<file path="src/rtl/sram_bus_arbiter.sv">
// Arbitrates the instruction-fetch and data SRAM-style ports onto one shared
// req / addr_ok / data_ok bus, with one outstanding transaction and a watchdog.
module sram_bus_arbiter #(
  parameter int ADDR_W     = 32,
  parameter int DATA_W     = 32,
  parameter int DATA_FIRST = 1,
  parameter int TIMEOUT    = 1024
) (
  input  logic                clk,
  input  logic                rst,
  input  logic                inst_req,
  input  logic [ADDR_W-1:0]   inst_addr,
  output logic [DATA_W-1:0]   inst_rdata,
  output logic                inst_stall,
  input  logic                data_req,
  input  logic                data_wr,
  input  logic [DATA_W/8-1:0] data_sel,
  input  logic [ADDR_W-1:0]   data_addr,
  input  logic [DATA_W-1:0]   data_wdata,
  output logic [DATA_W-1:0]   data_rdata,
  output logic                data_stall,
  output logic                bus_req,
  output logic                bus_wr,
  output logic [DATA_W/8-1:0] bus_sel,
  output logic [ADDR_W-1:0]   bus_addr,
  output logic [DATA_W-1:0]   bus_wdata,
  input  logic                bus_addr_ok,
  input  logic [DATA_W-1:0]   bus_rdata,
  input  logic                bus_data_ok,
  output logic                bus_err
);

  localparam int SEL_W = DATA_W / 8;
  localparam int WD_W  = (TIMEOUT > 0) ? $clog2(TIMEOUT + 1) : 1;
  localparam logic WD_EN  = (TIMEOUT > 0);
  localparam logic DFIRST = (DATA_FIRST != 0);
  localparam logic [WD_W-1:0] WD_LIMIT = WD_W'(TIMEOUT);

  typedef enum logic [1:0] {S_IDLE, S_ADDR, S_DATA} state_e;

  state_e            state_q, state_d;
  logic              owner_q, owner_d;
  logic              inst_done_q, inst_done_d;
  logic              data_done_q, data_done_d;
  logic [DATA_W-1:0] inst_rdata_q, inst_rdata_d;
  logic [DATA_W-1:0] data_rdata_q, data_rdata_d;
  logic              bus_req_q, bus_req_d;
  logic              bus_wr_q, bus_wr_d;
  logic [SEL_W-1:0]  bus_sel_q, bus_sel_d;
  logic [ADDR_W-1:0] bus_addr_q, bus_addr_d;
  logic [DATA_W-1:0] bus_wdata_q, bus_wdata_d;
  logic              bus_err_q, bus_err_d;
  logic [WD_W-1:0]   wdog_q, wdog_d;

  logic              inst_pend, data_pend, pick_data;
  logic              issue, complete, timeout, finish;
  logic [DATA_W-1:0] result;

  // A channel whose done flag is still high is not re-selected, so a held
  // request is never issued twice.
  always_comb begin
    inst_pend = inst_req & ~inst_done_q;
    data_pend = data_req & ~data_done_q;
    pick_data = data_pend & (DFIRST | ~inst_pend);
    issue     = (state_q == S_IDLE) & (inst_pend | data_pend);
    complete  = ((state_q == S_ADDR) & bus_addr_ok & bus_data_ok) |
                ((state_q == S_DATA) & bus_data_ok);
    timeout   = WD_EN & (state_q != S_IDLE) & ~complete &
                ((wdog_q + 1'b1) == WD_LIMIT);
    finish    = complete | timeout;
  end

  always_ff @(posedge clk or negedge rst) begin
    if (!rst) state_q <= S_IDLE;
    else      state_q <= state_d;
  end

  always_comb begin
    state_d = state_q;
    unique case (state_q)
      S_IDLE: if (issue) state_d = S_ADDR;
      S_ADDR: begin
        if (finish)           state_d = S_IDLE;
        else if (bus_addr_ok) state_d = S_DATA;
      end
      S_DATA: if (finish) state_d = S_IDLE;
      default: state_d = S_IDLE;
    endcase
  end

  always_comb begin
    owner_d      = owner_q;
    inst_done_d  = 1'b0;
    data_done_d  = 1'b0;
    inst_rdata_d = inst_rdata_q;
    data_rdata_d = data_rdata_q;
    bus_req_d    = bus_req_q;
    bus_wr_d     = bus_wr_q;
    bus_sel_d    = bus_sel_q;
    bus_addr_d   = bus_addr_q;
    bus_wdata_d  = bus_wdata_q;
    bus_err_d    = bus_err_q;
    wdog_d       = '0;
    result       = '0;

    if (issue) begin
      bus_req_d = 1'b1;
      owner_d   = pick_data;
      if (pick_data) begin
        bus_wr_d    = data_wr;
        bus_sel_d   = data_sel;
        bus_addr_d  = data_addr;
        bus_wdata_d = data_wdata;
      end else begin
        bus_wr_d    = 1'b0;
        bus_sel_d   = '1;
        bus_addr_d  = inst_addr;
        bus_wdata_d = '0;
      end
    end

    if ((state_q == S_ADDR) & bus_addr_ok) bus_req_d = 1'b0;

    if (WD_EN & (state_q != S_IDLE) & ~finish) wdog_d = wdog_q + 1'b1;

    if (timeout) begin
      bus_req_d = 1'b0;
      bus_err_d = 1'b1;
    end

    // A withdrawn request still lets the bus finish, but its result is dropped.
    if (finish) begin
      result = (complete & ~bus_wr_q) ? bus_rdata : '0;
      if (owner_q & data_req) begin
        data_done_d  = 1'b1;
        data_rdata_d = result;
      end
      if (~owner_q & inst_req) begin
        inst_done_d  = 1'b1;
        inst_rdata_d = result;
      end
    end
  end

  always_ff @(posedge clk or negedge rst) begin
    if (!rst) begin
      owner_q      <= 1'b0;
      inst_done_q  <= 1'b0;
      data_done_q  <= 1'b0;
      inst_rdata_q <= '0;
      data_rdata_q <= '0;
      bus_req_q    <= 1'b0;
      bus_wr_q     <= 1'b0;
      bus_sel_q    <= '0;
      bus_addr_q   <= '0;
      bus_wdata_q  <= '0;
      bus_err_q    <= 1'b0;
      wdog_q       <= '0;
    end else begin
      owner_q      <= owner_d;
      inst_done_q  <= inst_done_d;
      data_done_q  <= data_done_d;
      inst_rdata_q <= inst_rdata_d;
      data_rdata_q <= data_rdata_d;
      bus_req_q    <= bus_req_d;
      bus_wr_q     <= bus_wr_d;
      bus_sel_q    <= bus_sel_d;
      bus_addr_q   <= bus_addr_d;
      bus_wdata_q  <= bus_wdata_d;
      bus_err_q    <= bus_err_d;
      wdog_q       <= wdog_d;
    end
  end

  // Stalls depend only on core requests and registered done flags.
  always_comb begin
    inst_stall = inst_req & ~inst_done_q;
    data_stall = data_req & ~data_done_q;
    inst_rdata = inst_rdata_q;
    data_rdata = data_rdata_q;
    bus_req    = bus_req_q;
    bus_wr     = bus_wr_q;
    bus_sel    = bus_sel_q;
    bus_addr   = bus_addr_q;
    bus_wdata  = bus_wdata_q;
    bus_err    = bus_err_q;
  end

endmodule

</file>
<file path="config.mk">
export PLATFORM = sky130hd
export DESIGN_NAME = sram_bus_arbiter
export DESIGN_NICKNAME = d
export VERILOG_FILES = /design/src/rtl/sram_bus_arbiter.sv
export SDC_FILE = /design/constraint.sdc
export NUM_CORES = 1
export LEC_CHECK = 0
export ABC_AREA = 1
export BUFFER_PORTS_ARGS = -buffer_cell sky130_fd_sc_hd__buf_2
export CAP_MARGIN = 20
export CORE_UTILIZATION = 45
export CTS_CLUSTER_DIAMETER = 80
export CTS_CLUSTER_SIZE = 30
export DETAILED_ROUTE_END_ITERATION = 12
export GPL_ROUTABILITY_DRIVEN = 0
export GPL_TIMING_DRIVEN = 0
export PLACE_DENSITY = 0.79
export SYNTH_ARGS = -nofsm -noshare
export SYNTH_HDL_FRONTEND = slang
export SYNTH_SLANG_ARGS = --single-unit
export TNS_END_PERCENT = 100
</file>
<file path="constraint.sdc">
create_clock -name clk -period 3 [get_ports clk]
set_input_delay 0.6 -clock clk [delete_from_list [all_inputs] [get_ports clk]]
set_output_delay 0.6 -clock clk [all_outputs]
set_load 0.05 [all_outputs]
</file>
# == Word level (Yosys, flattened, before mapping) ==
# Cells that the tools add are included.
# word_totals
register_bits,151
out_inout_bits,137
word_cells,65
# op_classes
addsub,1
eq_ne,6
mux,18
bitwise_logic,21
n_reduce_logical,6
# ops
cell,count
$mux 32,3
$and 1x1->1,12
$add 11x1->11 const B,1
$eq 11x11->1 const B,1
$mux 11,1
$mux 1,8
$mux 2,4
$not 1->1,6
$pmux 2 s3,1
$mux 4,1
$ne 2x2->1 const B,2
$reduce_and 2->1,2
$ne 3x3->1 const B,1
$or 1x1->1,3
$reduce_and 3->1,1
$reduce_bool 3->1,1
$eq 2x1->1 const B,1
$eq 2x2->1 const B,1
$logic_not 2->1,1
$reduce_bool 2->1,1

# == Logic depth before layout (Yosys ltp) ==
# Gate-level depths: netlist (run 1).
# logic_depth
depth_word,11
mapped_depth,15
ltp_nobuf,13

# == Least setup slack after synthesis (run 1) ==
# No wires, ideal clock.
# synth_timing
path_kind,input to output
startpoint,in data_req
endpoint,out data_stall
arrival_time_ns,1.550
t_required_ns,2.400
slack_ns,0.850
path_stages,3
path_buffers,1
cell_sequence,inv_1 nor2_1 clkbuf_1
# synth_between
elab_chain_cells,1
# synth_rtl
item,line_no,source
start: declaration,15,"input logic data_req,"
$and 1x1->1,178,data_stall = data_req & ~data_done_q;
end: declaration,21,"output logic data_stall,"
# Every way passes these cells.

# == Worst setup path in the final report (run 1) ==
# layout_timing
startpoint,reg data_done_q
endpoint,out data_stall
# layout_between
elab_chain_cells,2
# layout_rtl
item,line_no,source
start: declaration,44,"logic data_done_q, data_done_d;"
start signal: assignment,162,data_done_q <= data_done_d;
$not 1->1,178,
$and 1x1->1,178,
# Every way passes these cells.

==> results by group, run 1 <==
Timing
  – Max Clk Rate: 392 MHz
  – Setup tns final: 0 ns
  – Fin crit period: between 2 and 3 ns
  – RSZ-0062 raised after global routing: no
  – Worst-margin pin slew: 0.662 ns
  – Final hold violations: 0
  – Fin. max-slew vios: 0
  – Slew margin rel.: 55.9%
  – Part of the cycle the worst path needs: a little under nine tenths
  – Final Setup Violations: 0
  – Setup WS post-layout: ~0.45 ns
  – Fin Hold WS: 0.165 ns
  – Skew final: 0.00551 ns

Yosys
  – Unique cell type count in the Yosys netlist: 26
  – Synth top area cells: dfrtp_1, nand2_1, o21ai_2, a22o_1, nor2_1
  – Mapped Cells: between 600 and 700
  – Top-area cell type share of the netlist area: 59.8%
  – Register area share after synthesis: about three fifths
  – Synth Cell Area: 0.00632 mm²
  – Ys Warns: 0
  – Mean Syn Cell Area: ~9.9 µm²
  – Synthesized flop and latch total: ~150
  – Area leader, netlist: dfrtp_1
  – Syn Nets: about 780

Setup path
  – Crit Path Max Fanout: 10
  – R2r setup slk: 0.70 ns
  – FF-to-FF path depth: 8
  – Critical Path End Type: primary output
  – Arr. time, crit path: around 2.0 ns
  – Reg2Reg Capture Point: bus_wdata[25]
  – Worst setup path endpoint: data_stall
  – Worst EP required: around 2.4 ns
  – Critical path origin: data_done_q
  – WS Path Type: reg2out
  – CP Launch Type: register
  – Worst reg2reg startpoint: data_done_q

Clock network
  – CTS tree: yes
  – Clock root cell: clkbuf_16
  – Clock buffer count from CTS: 17
  – Post CTS Setup Buffer Count: 0
  – Post-CTS Resized: 0
  – Hold buffers post-CTS: 0
  – Longest Clk Path Bufs: 2
  – Number of H-tree levels: 4
  – Clock-pin slew on the worst setup and hold paths: roughly 0.060 ns
  – Clock Sinks: between 150 and 200
  – Clk_lat worst skew: ~0.41 ns

Floorplanning
  – Initial Util: 46.9%
  – Rows: 42
  – Core area: 0.0135 mm²
  – Io pins: ~280
  – Die width: 120 µm
  – Die Height: 120 µm
  – Die area: around 0.015 mm²

Final layout
  – Final Non-Filler Cells: approximately 1.1k
  – Fillers: approximately 1.1k
  – Antenna cells: 0
  – Area Growth Syn to Fin: 36.0%
  – Layout cells sized above 1: between 40% and 50%
  – Final core utilization: between 60% and 70%
  – Final nets: 1072
  – Commonest cells after routing, fill and taps aside: buf_2, nand2_1, dfrtp_1, nor2_1, o21ai_2
  – Commonest non-fill, non-tap cell in the layout: buf_2

Power
  – Switching share of total power: between 40% and 50%
  – Static Leak: ~4.5 nW
  – Maximum vdd drop: ~690 µV
  – Flop pwr share: 29.8%
  – Switching power: around 5.4 mW
  – Pwr dens: ~1300 mW/mm²
  – Clock power frac: 20.9%
  – Internal: approximately 5.6 mW
  – Gate power share: about half

GRT
  – Total track usage: 23.9%
  – Pin count of the biggest net entering global routing: 83
  – Initial antenna violation count: 0
  – Grt ovf: 0
  – Vias in the first global route: about 5.5k
  – Global-route wire length before repair: approximately 27000 µm

Routing
  – Routed wire length: 16800 µm
  – ANT nets after route: 0
  – Number of detailed-route iterations in the first pass: 4
  – Number of remaining DRC errors: 0
  – Vias per inst: between 4 and 5
  – Wire length per cell: roughly 15 µm
  – DR iter-0 viols: ~280
  – Routed vias: approximately 5.5k

Placed design
  – DP Worst Slack: between 0.3 and 0.4 ns
  – Number of buffers added on ports: around 280
  – Dpl cells: between 1k and 1.5k
  – Final HPWL DP: around 13000 µm

Outcome
  – Status: completed

Min path
  – Min-delay worst type: in2async

Job
  – Maxcap violations: 0
[sequential cells by signal, summed over array words and instances (netlist names)]
register     cells
data_done_q      1
inst_rdata      32
bus_wdata       32
bus_err          1
state_q          2
data_rdata      32
bus_wr           1
bus_req          1
bus_addr        32
owner_q          1
wdog_q          11
inst_done_q      1
bus_sel          4
[area by class of cell]
cell class / count / area [µm²] / share of cell area [%]
sequential: 151 / 3780 / 44.0
clock inverter: 7 / 140 / 1.63
buffer: 36 / 235 / 2.74
clock buffer: 24 / 502 / 5.84
tap: 176 / 220 / 2.56
inverter: 28 / 105 / 1.22
multi-input combinational: 421 / 2200 / 25.6
timing repair buffer: 276 / 1410 / 16.4
[worst min path at each step]
stage / to / cells past startpoint / start / slack (ns)
floorplan: bus_addr[0] / 0 / rst / 0.30
global placement: bus_err / 2 / bus_err / 0.45
detailed placement: bus_err / 2 / bus_err / 0.46
CTS: bus_addr[12] / 1 / rst / 0.20
global route: bus_addr[16] / 1 / rst / 0.23
finish: bus_addr[12] / 1 / rst / 0.17
[power by group through the flow]
stage	Combinational (mW)	Sequential, mW	Clock (mW)
detailed placement	5.45	3.29	0
floorplan	1.38	5.94	0
CTS	5.46	3.27	2.34
finish	5.41	3.27	2.29
global placement	5.39	3.27	0
global route	5.71	3.36	2.44
[critical path, cell delays in order (launching register included)]
cell and delay [ns]:
dfrtp_1 0.36, nor2_1 0.47, clkbuf_1 0.37, buf_2 0.34
[Yosys cell counts]
| cell | number |
|---|---|
| nand2_1 | 201 |
| dfrtp_1 | 151 |
| nor2_1 | 54 |
| o21ai_2 | 46 |
| a22o_1 | 33 |
| a31oi_1 | 32 |
| inv_1 | 26 |
| o21ai_1 | 19 |
| clkbuf_1 | 16 |
| buf_6 | 12 |
| buf_2 | 8 |
| nand3_1 | 7 |
| a21oi_1 | 5 |
| nand4_1 | 4 |
| o22a_1 | 4 |
| nand2_2 | 3 |
| ha_1 | 2 |
| inv_2 | 2 |
| nand3_2 | 2 |
| nor2_2 | 2 |
| o21bai_1 | 2 |
| a21oi_2 | 1 |
| nand3b_1 | 1 |
| nor2_4 | 1 |
| o21ai_0 | 1 |
| o221ai_1 | 1 |
[stage by stage]
step,cell area (µm²),total power [mW]
after global placement,7910,8.65
final,8590,11.0
after detailed placement,7950,8.74
after floorplan,6320,7.32
after CTS,8590,11.1
after global routing,8590,11.5
[cell families after synthesis]
group           after synthesis  synth area share (%)
simple gates                275                  17.2
flops                       151                  59.8
compound gates              144                  17.2
buf+inv                      64                  5.39
fa+ha+maj                     2                 0.396
[per-layer routing]
| metal | track usage (%) | vias to the layer above | share of wire (%) |
|---|---|---|---|
| li1 | - | 2705 | - |
| met1 | 29.1 | 2585 | 42 |
| met2 | 40.7 | 208 | 50 |
| met3 | 5.09 | 35 | 5.8 |
| met4 | 10.6 | 0 | 2.7 |
| met5 | 0 | - | 0 |
Power figures use the tool's default switching activity.
==> inputs of run 2 (changes only) <==
--- a/config.mk
+++ b/config.mk
@@ -15,6 +15,7 @@
 export GPL_ROUTABILITY_DRIVEN = 0
 export GPL_TIMING_DRIVEN = 0
 export PLACE_DENSITY = 0.79
+export REMOVE_ABC_BUFFERS = 1
 export SYNTH_ARGS = -nofsm -noshare
 export SYNTH_HDL_FRONTEND = slang
 export SYNTH_SLANG_ARGS = --single-unit
==> run 2 against run 1 <==
Net effect:
- global-route usage decreased by 2.0 points
- largest cell class unchanged
- worst hold slack improved by 0.019 ns
- critical path depth rose by 10
- die area did not move
- total power decreased by 1.1%
- combinational power is 1% lower
- non-clock buffer count shrank 30
==> results by group, run 2 (synthesis gave the netlist of run 1 again) <==
Clock network
  – Longest Clk Path Bufs: 2 (unchanged)
  – Clock buffer count from CTS: 17 (unchanged)
  – Clk_lat worst skew: 0.42 ns (about the same)
  – CTS tree: yes
  – Number of H-tree levels: 4 (unchanged)
  – Clock Sinks: 151 (unchanged)
  – Clock-pin slew on the worst setup and hold paths: 0.06 ns (about the same)
  – Clock root cell: clkbuf_16

Floorplanning
  – Rows: 42 (unchanged)
  – Die area: 0.0145 mm² (unchanged)
  – Io pins: 276 (unchanged)
  – Die Height: 120 µm (unchanged)
  – Core area: 0.0135 mm² (unchanged)
  – Initial Util: 46.9% (unchanged)
  – Die width: 120 µm (unchanged)

Final layout
  – Final nets: 1042 (-2.8%)
  – Layout cells sized above 1: 40.8% (+0.28 points)
  – Final core utilization: 63.0% (-0.85 points)
  – Area Growth Syn to Fin: 34.2%
  – Commonest non-fill, non-tap cell in the layout: buf_2
  – Commonest cells after routing, fill and taps aside: buf_2, nand2_1, dfrtp_1, nor2_1, o21ai_2
  – Antenna cells: 0 (unchanged)

Placed design
  – Number of buffers added on ports: 275 (unchanged)
  – Final HPWL DP: 11000 µm (-12%)
  – DP Worst Slack: -0.272 ns (-0.612 ns)

Routing
  – Routed wl met2: 7340 µm (-12%)
  – ANT nets after route: 0 (unchanged)
  – Met3 WL post-DR: 1080 µm (+11%)
  – Wire length per cell: 14.0 µm (-6.4%)
  – Highest Signal Layer: met4
  – Routed wire length: 15300 µm (-9.0%)
  – Vias per inst: 5.01 (+1.3%)
  – DR iter-0 viols: 244 (-12%)
  – Number of detailed-route iterations in the first pass: 4 (unchanged)
  – Number of remaining DRC errors: 0 (unchanged)
  – Metal-1 WL: 6320 µm (-10%)
  – Routed vias: 5450 (-1.5%)

Min path
  – Min-delay worst type: in2async

Timing
  – Skew final: 0.00722 ns (+0.00171 ns)
  – Final Setup Violations: 0 (unchanged)
  – Fin. max-slew vios: 0 (unchanged)
  – Max Clk Rate: 378 MHz (-3.6%)
  – Worst-margin pin slew: 0.772 ns (+0.111 ns)
  – Fin crit period: 2.65 ns (+0.0942 ns)
  – Part of the cycle the worst path needs: 88.3% (+3.1 points)
  – RSZ-0062 raised after global routing: no
  – Setup WS post-layout: 0.352 ns (-0.0942 ns)
  – Slew margin rel.: 48.3% (-7.6 points)
  – Final hold violations: 0 (unchanged)

GRT
  – Pin count of the biggest net entering global routing: 78 (-6.0%)
  – Vias in the first global route: 5294 (-3.3%)
  – Global-route wire length before repair: 24800 µm (-7.1%)
  – Initial antenna violation count: 0 (unchanged)
  – Grt ovf: 0 (unchanged)
  – Total track usage: 21.9% (-2.0 points)

Job
  – Maxcap violations: 0 (unchanged)

Setup path
  – Crit Path Max Fanout: 33 (+23)
  – WS Path Type: reg2reg
  – Arr. time, crit path: 2.96 ns (+1.01 ns)
  – Worst EP required: 3.31 ns (+0.91 ns)
  – CP Launch Type: register
  – Critical Path End Type: register

Power
  – Maximum vdd drop: 642 µV (-6.9%)
  – Pwr dens: 1280 mW/mm² (+0.19%)
  – Static Leak: 4.42 nW (-1.5%)
  – Tot Pwr: 10.8 mW (-1.1%)

Outcome
  – Status: completed
## run 2: changes by cell type in the layout (fill, tap and decap cells not counted), sizes merged
cell      delta
buf         -14
clkinv       +3
clkinvlp     -1
clkbuf      -19
## run 2: metrics by stage
stage | TNS, ns | cell area [µm²] | hold slack, ns | cells
2_1_floorplan | -151.30 | 6080 | 0.304 | 600
3_3_place_gp | -376.87 | 7680 | 0.444 | 1051
3_5_place_dp | -10.03 | 7840 | 0.457 | 1058
4_1_cts | 0 | 8470 | 0.215 | 1088
5_1_grt | 0 | 8470 | 0.242 | 1088
6_report | 0 | 8470 | 0.185 | 1088
## run 2: area by class of cell
cell class | count | area [µm²]
Fill cell | 1106 | 4980
Sequential cell | 151 | 3780
Multi-Input combinational cell | 421 | 2210
Timing Repair Buffer | 282 | 1530
Clock buffer | 21 | 480
Tap cell | 176 | 220
Clock inverter | 9 | 148
Inverter | 28 | 105
## run 2: timing repair
| item | in CTS | in global routing |
|---|---|---|
| hold buffers | 0 | 0 |
| resized for setup | 0 | 1 |
| setup endpoints to repair | 0 | 34 |
| endpoints found under the hold margin | 0 | 0 |
| buffers inserted | 0 | 0 |
## run 2: routing by layer
| layer | global-route usage (%) | vias to the layer above |
|---|---|---|
| met5 | 0 | - |
| met4 | 11.1 | 0 |
| met3 | 6.60 | 40 |
| met1 | 26.5 | 2557 |
| li1 | - | 2646 |
| met2 | 35.4 | 207 |
## run 2: worst paths after layout
check | from | endpoint | slack [ns] | cells past startpoint
setup / recovery | wdog_q[0] | inst_rdata[16] | 0.35 | 13
hold / removal | rst | bus_wdata[0] | 0.18 | 1
setup reg to reg | wdog_q[0] | inst_rdata[16] | 0.35 | 13
hold reg to reg | bus_err | bus_err | 0.47 | 2
max in group asynchronous | rst | data_rdata[3] | 2.01 | 2
min in group clk | data_wdata[31] | bus_wdata[31] | 0.41 | 2
## run 2: power breakdown
| group | leakage (nW) | internal, mW | switching, mW |
|---|---|---|---|
| clock network | 0.311 | 1.46 | 0.790 |
| registers | 1.94 | 2.84 | 0.428 |
| logic | 2.17 | 1.26 | 4.07 |
| total | 4.42 | 5.56 | 5.29 |
## run 2: worst max-delay path, cell delays in order, from the launching register on
cell and delay (ns):
dfrtp_1 0.43, ha_1 0.26, nand3_2 0.14, nor2_4 0.15
nand2_1 0.06, nand2_1 0.08, nand2_1 0.06, nor2_1 0.13
nand3_2 0.12, nand2_2 0.11, nand2_2 0.42, buf_12 0.37
nand2_1 0.10, o21ai_2 0.05
==> inputs of run 3 (changes only) <==
--- a/config.mk
+++ b/config.mk
@@ -9,6 +9,7 @@
 export BUFFER_PORTS_ARGS = -buffer_cell sky130_fd_sc_hd__buf_2
 export CAP_MARGIN = 20
 export CORE_UTILIZATION = 45
+export CTS_BUF_LIST = sky130_fd_sc_hd__clkbuf_4 sky130_fd_sc_hd__clkbuf_8
 export CTS_CLUSTER_DIAMETER = 80
 export CTS_CLUSTER_SIZE = 30
 export DETAILED_ROUTE_END_ITERATION = 12
==> run 3 against run 2 <==
Net effect:
- via count barely moved
- sequential power barely moved
- final area fell by 2.3%
- non-clock buffer count did not move
- final cell count did not move
- clock skew rose by 0.0025 ns
- global-route usage fell by 0.30 points
- register-to-register slack improved by 0.02 ns
- critical path type unchanged
- wire length fell by 0.78%
- core utilization fell by 1.4 points
- first-iteration DRC count fell by 18%
- critical endpoint unchanged
==> results by group, run 3 (synthesis gave the netlist of run 1 again) <==
Final layout
  – Layout cells sized above 1: 40.8% (unchanged)
  – Post-route cell area: 0.00828 mm² (-2.3%)
  – Area Growth Syn to Fin: 31.1%
  – Antenna cells: 0 (unchanged)
  – Commonest non-fill, non-tap cell in the layout: buf_2
  – Fillers: 1138 (+2.9%)
  – Final nets: 1042 (unchanged)
  – Commonest cells after routing, fill and taps aside: buf_2, nand2_1, dfrtp_1, nor2_1, o21ai_2

GRT
  – Pin count of the biggest net entering global routing: 78 (unchanged)
  – Global-route wire length before repair: 24500 µm (-1.2%)
  – Total track usage: 21.6% (-0.30 points)
  – Initial antenna violation count: 0 (unchanged)
  – Vias in the first global route: 5224 (-1.3%)
  – Grt ovf: 0 (unchanged)

Timing
  – Max Clk Rate: 381 MHz (+0.90%)
  – Fin Hold WS: 0.167 ns (-0.0176 ns)
  – Part of the cycle the worst path needs: 87.5% (-0.79 points)
  – Final hold violations: 0 (unchanged)
  – Fin. max-slew vios: 0 (unchanged)
  – Worst-margin pin slew: 0.753 ns (-0.0197 ns)
  – Final Setup Violations: 0 (unchanged)
  – RSZ-0062 raised after global routing: no
  – Slew margin rel.: 49.6% (+1.3 points)
  – Skew final: 0.00971 ns (+0.00248 ns)
  – Fin crit period: 2.62 ns (-0.0236 ns)

Power
  – Internal: 5.07 mW (-8.8%)
  – Pwr dens: 1240 mW/mm² (-3.1%)
  – Switching power: 5.21 mW (-1.5%)
  – Gate power share: 51.8% (+2.7 points)
  – Maximum vdd drop: 617 µV (-3.9%)
  – Static Leak: 4.33 nW (-2.0%)
  – Flop pwr share: 31.7% (+1.6 points)
  – Tot Pwr: 10.3 mW (-5.3%)
  – Switching share of total power: 50.6% (+1.9 points)
  – Clock power frac: 16.5% (-4.3 points)

Clock network
  – Number of H-tree levels: 4 (unchanged)
  – CTS tree: yes
  – Clk_lat worst skew: 0.44 ns (+0.02 ns)
  – Clock buffer count from CTS: 17 (unchanged)
  – Clock root cell: clkbuf_8
  – Longest Clk Path Bufs: 2 (unchanged)
  – Clock Sinks: 151 (unchanged)
  – Post CTS Setup Buffer Count: 0 (unchanged)
  – Clock-pin slew on the worst setup and hold paths: 0.08 ns (+0.02 ns)
  – Hold buffers post-CTS: 0 (unchanged)

Routing
  – Routed wire length: 15200 µm (-0.78%)
  – Vias per inst: 5.01 (about the same)
  – Number of detailed-route iterations in the first pass: 5 (+1)
  – DR iter-0 viols: 200 (-18%)
  – Number of remaining DRC errors: 0 (unchanged)
  – ANT nets after route: 0 (unchanged)
  – Routed vias: 5454 (+0.073%)
  – Wire length per cell: 13.9 µm (-0.78%)

Floorplanning
  – Io pins: 276 (unchanged)
  – Core area: 0.0135 mm² (unchanged)
  – Die Height: 120 µm (unchanged)
  – Rows: 42 (unchanged)
  – Die width: 120 µm (unchanged)
  – Die area: 0.0145 mm² (unchanged)
  – Initial Util: 46.9% (unchanged)

Job
  – Maxcap violations: 0 (unchanged)

Setup path
  – Delay-heaviest family, CP: simple AND/OR/NAND/NOR gates
  – Arr. time, crit path: 2.96 ns (about the same)
  – Worst EP required: 3.33 ns (+0.02 ns)
  – Worst reg2reg startpoint: wdog_q[0]
  – Most frequent CP cell: nand2_1
  – Crit path buf inv count: 1 (unchanged)
  – WS Path Type: reg2reg
  – Max stage delay on crit path: 0.44 ns (about the same)
  – Worst-path cell chain: ha_1 -> nand3_2 -> nor2_4 -> nand2_1 -> nand2_1 -> nand2_1 -> nor2_1 -> nand3_2 -> nand2_2 -> nand2_2 -> buf_12 -> nand2_1 -> o21ai_2
  – Critical Path End Type: register
  – Critical path origin: wdog_q[0]
  – CP Launch Type: register
  – Crit-path slowest cell: dfrtp_1
  – Crit Path Max Fanout: 33 (unchanged)

Placed design
  – Final HPWL DP: 11000 µm (unchanged)
  – Number of buffers added on ports: 275 (unchanged)
  – Dpl cell area: 0.00784 mm² (unchanged)

Outcome
  – Status: completed

Min path
  – Min-delay worst type: in2async
run 3: changes by cell type in the layout (fill, tap and decap cells not counted):
cell       change
clkbuf_16     -17
clkbuf_8      +17
run 3: area by class of cell:
cell class                      instances  area [µm²]  share of cell area [%]
Timing Repair Buffer                  282        1530                    18.4
Tap cell                              176         220                    2.66
Inverter                               28         105                    1.27
Clock inverter                          9         148                    1.78
Sequential cell                       151        3780                    45.6
Multi-Input combinational cell        421        2210                    26.7
Clock buffer                           21         289                    3.49
run 3: metal layers:
| metal | wire, µm | global-route usage (%) |
|---|---|---|
| met2 | 7290 | 34.7 |
| met1 | 6320 | 26.3 |
| met4 | 466 | 9.95 |
| met5 | 0 | 0 |
| met3 | 1080 | 7.03 |
run 3: final timing paths:
kind	cells after the start	slack, ns	end
worst min-delay path	1	0.17	bus_wdata[0]
worst max-delay path	13	0.38	inst_rdata[16]
worst min register to register	2	0.47	bus_err
worst max register to register	13	0.38	inst_rdata[16]
max in group asynchronous	2	2.03	data_rdata[3]
min in group clk	2	0.38	bus_wdata[31]
run 3: power by group through the flow:
stage	clock, mW	combinational [mW]	sequential (mW)
2_1_floorplan	0	1.28	5.95
3_3_place_gp	0	5.23	3.26
3_5_place_dp	0	5.36	3.28
4_1_cts	1.74	5.37	3.26
5_1_grt	1.83	5.64	3.35
6_report	1.70	5.32	3.26
run 3: timing repair:
item	4_1_cts	5_1_grt
gates resized for setup	0	1
endpoints found under the setup margin	0	35
endpoints found under the hold margin	0	0
run 3: through the flow:
stage / cells / utilization (%) / setup WS [ns] / setup TNS, ns
after CTS: 1088 / 61.5 / 0.0826 / 0
final: 1088 / 61.6 / 0.376 / 0
after floorplan: 600 / - / -2.42 / -151.30
after global placement: 1051 / 57.1 / -3.71 / -376.87
after global routing: 1088 / 61.6 / 0.0698 / 0
after detailed placement: 1058 / 58.3 / -0.272 / -10.03
